### config.mk
export PLATFORM = sky130hd
export DESIGN_NAME = ctrl_mult_shift_add
export DESIGN_NICKNAME = d
export VERILOG_FILES = /design/src/rtl/ctrl_mult_shift_add.sv
export SDC_FILE = /design/constraint.sdc
export NUM_CORES = 1
export LEC_CHECK = 0
export CORE_AREA = 2 2 39 41
export CTS_BUF_LIST = sky130_fd_sc_hd__clkbuf_4
export CTS_CLUSTER_DIAMETER = 60
export DETAILED_ROUTE_END_ITERATION = 8
export DIE_AREA = 0 0 41 43
export DONT_BUFFER_PORTS = 1
export PLACE_DENSITY = 0.38
export REMOVE_ABC_BUFFERS = 1
export SKIP_LAST_GASP = 1
export SYNTH_ARGS = -nofsm -noshare
export SYNTH_HDL_FRONTEND = slang
export SYNTH_SLANG_ARGS = --single-unit
### constraint.sdc
create_clock -name Clk -period 1.5 [get_ports Clk]
set_input_delay 0.15 -clock Clk [delete_from_list [all_inputs] [get_ports Clk]]
set_output_delay 0.15 -clock Clk [all_outputs]
set_load 0.05 [all_outputs]
### src/rtl/ctrl_mult_shift_add.sv
// Control sequencer for a shift-add multiplier.
// Issues Load, then Ad/Sh per multiplier bit, then holds Done until St drops.
module ctrl_mult_shift_add #(
    parameter  int N     = 4,
    localparam int CNT_W = $clog2(N)
) (
    input  logic             Clk,
    input  logic             Reset_n,
    input  logic             St,
    input  logic             M,
    output logic             Load,
    output logic             Sh,
    output logic             Ad,
    output logic             Busy,
    output logic             Done,
    output logic [CNT_W-1:0] Count
);

    typedef enum logic [2:0] {
        S_IDLE,
        S_LOAD,
        S_CHECK,
        S_SHIFT,
        S_DONE
    } state_t;

    state_t           r_state;
    state_t           w_next;
    logic [CNT_W-1:0] r_count;
    logic             w_inc;
    logic             w_last;

    assign w_last = (r_count == CNT_W'(N - 1));
    assign Count  = r_count;

    always_ff @(posedge Clk or negedge Reset_n) begin
        if (!Reset_n) begin
            r_state <= S_IDLE;
        end else begin
            r_state <= w_next;
        end
    end

    // Wrap explicitly so non-power-of-two N still returns to 0
    always_ff @(posedge Clk or negedge Reset_n) begin
        if (!Reset_n) begin
            r_count <= '0;
        end else if (r_state == S_LOAD) begin
            r_count <= '0;
        end else if (w_inc) begin
            r_count <= w_last ? '0 : r_count + CNT_W'(1);
        end
    end

    always_comb begin
        w_next = r_state;
        w_inc  = 1'b0;
        Load   = 1'b0;
        Sh     = 1'b0;
        Ad     = 1'b0;
        Busy   = 1'b0;
        Done   = 1'b0;
        unique case (r_state)
            S_IDLE: begin
                if (St) w_next = S_LOAD;
            end
            S_LOAD: begin
                Load   = 1'b1;
                Busy   = 1'b1;
                w_next = S_CHECK;
            end
            S_CHECK: begin
                Busy = 1'b1;
                if (M) begin
                    Ad     = 1'b1;
                    w_next = S_SHIFT;
                end else begin
                    Sh    = 1'b1;
                    w_inc = 1'b1;
                    if (w_last) w_next = S_DONE;
                end
            end
            S_SHIFT: begin
                Busy   = 1'b1;
                Sh     = 1'b1;
                w_inc  = 1'b1;
                w_next = w_last ? S_DONE : S_CHECK;
            end
            S_DONE: begin
                Done = 1'b1;
                if (!St) w_next = S_IDLE;
            end
            default: begin
                w_next = S_IDLE;
            end
        endcase
    end

endmodule

# After elaboration in Yosys (flattened, before gate mapping)

Cells that the tools add are included.

Output and inout port bits: 7
Memories: 0
Register bits: 5
Memory bits (read-only): 0
Memory bits (writable): 0
Latch bits: 0

Div/mod/pow operators: 0
Bitwise operators: 0
Equal/unequal tests: 8
Shift-type cells: 0
$lt $le $gt $ge: 0
Muxes and demuxes: 16
Add/sub/neg operators: 1
$mul: 0
Reduce and logical (&&, ||, !) cells: 4

Operators with widths:

| kind                | count |
|---|---|
| $mux 3              | 5 |
| $pmux 3 s5          | 1 |
| $eq 3x2->1 const B  | 2 |
| $mux 1              | 6 |
| $mux 2              | 3 |
| $ne 2x2->1 const B  | 2 |
| $eq 3x1->1 const B  | 1 |
| $eq 3x3->1 const B  | 1 |
| $logic_not 3->1     | 1 |
| $ne 3x3->1 const B  | 1 |
| $reduce_and 3->1    | 1 |
| $reduce_or 3->1     | 1 |
| $add 2x1->2 const B | 1 |
| $eq 2x2->1 const B  | 1 |
| $pmux 1 s2          | 1 |
| $reduce_bool 2->1   | 1 |

# Logic depth before layout (Yosys ltp)

Depth after elaboration: 4
Mapped depth: 4
Gate-level depth less buffers: 3

# Least setup slack after synthesis

Ideal clock, no wire load.

Path type: reg2out
Start: reg r_state[0]
End: out Ad
Arrival: 1,712 ps
Buffers on the path: 0
Data required time: 1,350 ps
Cell stages (with the launch flop): 3
Slack: -362 ps
Path through: dfrtp_1 > nand2b_4 > nor3b_1

Longest elaborated chain between the ends: 2

RTL lines:

| item                   | line | RTL |
|---|---|---|
| from (decl)            | 27   | `state_t r_state;` |
| from (signal assigned) | 40   | `r_state <= w_next;` |
| $eq 3x2->1             | 63   | `unique case (r_state)` |
| $mux 1                 | 63   |  |
| to (decl)              | 13   | `output logic Ad,` |

No other way between the ends.

# Worst setup path after layout

Start: reg r_state[1]
End: out Done

Longest elaborated chain between the ends: 2

RTL lines:

| item       | line | RTL |
|---|---|---|
| $eq 3x3->1 | 63   |  |
| $mux 1     | 63   |  |
| to (decl)  | 15   | `output logic Done,` |

No other way between the ends.

==> results by stage <==
Layout:
- The layout has 149 filler cells.
- The share of post-route cells with drive strength above 1 is 50.00%.
- Cells fill 28.21% of the core in the end.
- The final non-filler cell total is 50.
- The combined flip-flop and latch cell area is 125.1 um2.
- The multi-input gate area in the final layout is 160.2 um2.
- 0 antenna diodes ended up in the layout.
- The net count of the finished layout is 40.
- From synthesis to final layout, the design area changed by 36.84%.

Critical path:
- The critical path class is register to output pin.
- The category of the worst setup path capture point is an output pin.
- The highest cell delay on the worst timing path is 0.45 ns.
- The critical path goes through nor2_1, and2_1, buf_4.
- STA puts the critical path data required time at 1.35 ns.
- The critical path launch point type is a register.
- The peak fanout along the critical path is 8.
- Data on the critical path arrives at its endpoint at 1.22 ns.
- The slowest stage of the critical path belongs to the cell dfrtp_1.

Synthesis:
- Counting flops with an async set or reset pin after synthesis yields a share of 100.0%.
- Ranked by total cell area, the synthesized netlist is headed by dfrtp_1 (44%), nor3b_1 (5.3%), nand2b_4 (4.8%).
- The dominant register cell in the synthesized netlist is dfrtp_1.
- The area of the mapped netlist is 285.3 um2.
- The commonest cells after synthesis are dfrtp_1 (5), nor2_1 (3), clkbuf_2 (2), nor3b_1 (2).
- The average cell area after synthesis is 11.41 um2.
- The leading cell type by number of instances after synthesis is dfrtp_1.
- The unique cell type count in the Yosys netlist is 17.
- The number of enable flip-flop cells after synthesis is 0.
- The largest area contributor in the synthesized netlist is dfrtp_1.
- Synthesis handed over a netlist of 25 instances.
- For this run, the register share of the synthesized area comes to 43.86%.
- Summed over its instances, the top area cell type makes up 43.86% of the synthesized netlist area.
- In this run, synthesis produced a sequential element count of 5.
- During synthesis, Yosys emitted a total of 0 warnings.

Hold path:
- In this run the worst hold path is classified as input pin to register.

STA:
- The count of pins over their slew limit is 0.
- The achievable frequency is 732.5 MHz.
- The final worst setup slack is 0.1348 ns.
- The total count of hold-check failures in the final report was 0.
- Setup repair after global routing left no endpoint under its margin.
- Setup violations remaining at the end of the flow were counted as 0.
- The worst max-slew margin expressed relative to the limit is 82.30%.
- The minimum period implied by the final worst setup slack is 1.365 ns.
- Setup total negative slack on the finished layout was measured at 0 ns.
- In the finished design, the share of the clock period the worst path needs comes to 91.02%.
- For the pin with the worst max-slew slack, the measured transition is 0.2655 ns.
- The final worst clock skew is 0.001800 ns.

Die:
- The die is 41 um wide.
- The number of rows in the core area is 14.
- The number of I/O pins is 11.
- The initial utilization of the core area, before any placement, comes to 20.61%.
- The core region is 1384 um2.
- The full die area is 1763 um2.
- The vertical extent of the die is 43 um.

Global routing:
- Summed over all layers, the global routing overflow is 0.
- The via count of the first global-routing pass is 224.
- The number of antenna violations at the first check in global routing was 0.
- Entering global routing, the biggest net connects 10 pins.
- The first global-routing pass estimated 924 um of wire.
- The total global routing track utilization is 8.595%.

Detailed routing:
- In the routed layout, each cell is associated on average with a via count of 4.240.
- The first-pass iteration count of the detailed router is 1.
- The initial detailed-routing violation count is 0.
- After detailed routing, the number of remaining DRC violations is 0.
- Once detail routing completed, the nets flagged for antenna violations numbered 0.
- After detailed routing, the total wire length is 552 um.
- The detail-routed net length per standard cell is 11.04 um.
- The total number of vias is 212.

Clock network:
- After clock tree synthesis, the clock-pin slew on the worst setup and hold paths is 0.04 ns.
- The tree built by TritonCTS fans out to 5 sinks.
- The tree is rooted in a clkbuf_4.
- The maximum number of buffers from clock root to sink is 2.
- Clock tree synthesis inserted a total of 3 buffers.
- The total setup buffers inserted after CTS is 0.
- The maximum level of the CTS H-tree is 1.
- The later pin in the worst-skew pair is clocked with a latency of 0.24 ns.
- The CTS tree is yes.

Placed design:
- The cell total after placement is 45.
- Summed over all nets, the half-perimeter wirelength after detailed placement is 455.3 um.
- Prior to clock tree synthesis, the placed netlist has a worst setup slack of 0.2975 ns.
- Port buffering added 0 buffers.
- The congestion estimate from routability-driven global placement came to 0.6871.

Job:
- Max-cap violations in this run came to 0.

Outcome:
- The run finished with clean final reports.
flip-flops by register name, summed over array words and instances, names as in the netlist:
register / cells
Count: 2
r_state: 3
what timing repair did:
action,in CTS,in global routing
endpoints found under the hold margin,5,0
resized for setup,0,0
hold buffers,1,0
routing by layer:
metal	vias up	part of all wire, %	routed length [um]	global-route usage [%]
li1	107	-	-	-
met1	92	41	228	8.882
met2	9	43	239	9.375
met3	4	11	61	5.236
met4	0	4.2	23	12.00
met5	-	0	0	0
worst paths after layout:
check                      slack, ns          to  cells past startpoint        from
min in group asynchronous       0.20  r_state[0]                      1     Reset_n
max                             0.13        Done                      3  r_state[1]
max reg2reg                     0.29    Count[1]                      3  r_state[0]
min reg2reg                     0.52  r_state[0]                      1  r_state[0]
min                             0.11  r_state[1]                      2           M
max in group asynchronous       1.11    Count[1]                      1     Reset_n
cell families after synthesis:
group	count (synthesis)	share of synthesized area (%)
flops	5	43.86
fa+ha+maj	1	4.385
compound gates	5	15.35
mux	1	3.509
buf+inv	2	3.509
simple gates	11	29.38
layout by cell type (no fill, tap or decap), drive strengths merged, types with 2 or more instances in the layout:
cell	n
buf	6
clkbuf	4
dfrtp	5
nor3b	2
nor2	3
a22o	2
stage by stage:
step	hold slack, ns	area, um2
5_1_grt	0.1253	390.4
3_5_place_dp	-0.1455	350.3
3_3_place_gp	-0.1454	350.3
2_1_floorplan	-0.1456	275.3
4_1_cts	0.1052	390.4
6_report	0.1124	390.4
layout make-up:
type	instances	share of cell area, %
repair buffers	7	14.10
multi-input cells	18	41.03
well taps	16	5.128
clock buffers	4	7.692
flip-flops and latches	5	32.05
worst max-delay path, delay by kind of cell, from the launching register on:
family | cells | cell delay, ns
and+or+nand+nor | 2 | 0.34
buffers and inverters | 1 | 0.19
DFF | 1 | 0.45
Power of run 1 is left out: the tool's default activity adds up to more than one toggle a clock period on the data nets, which glitch-free logic cannot reach.
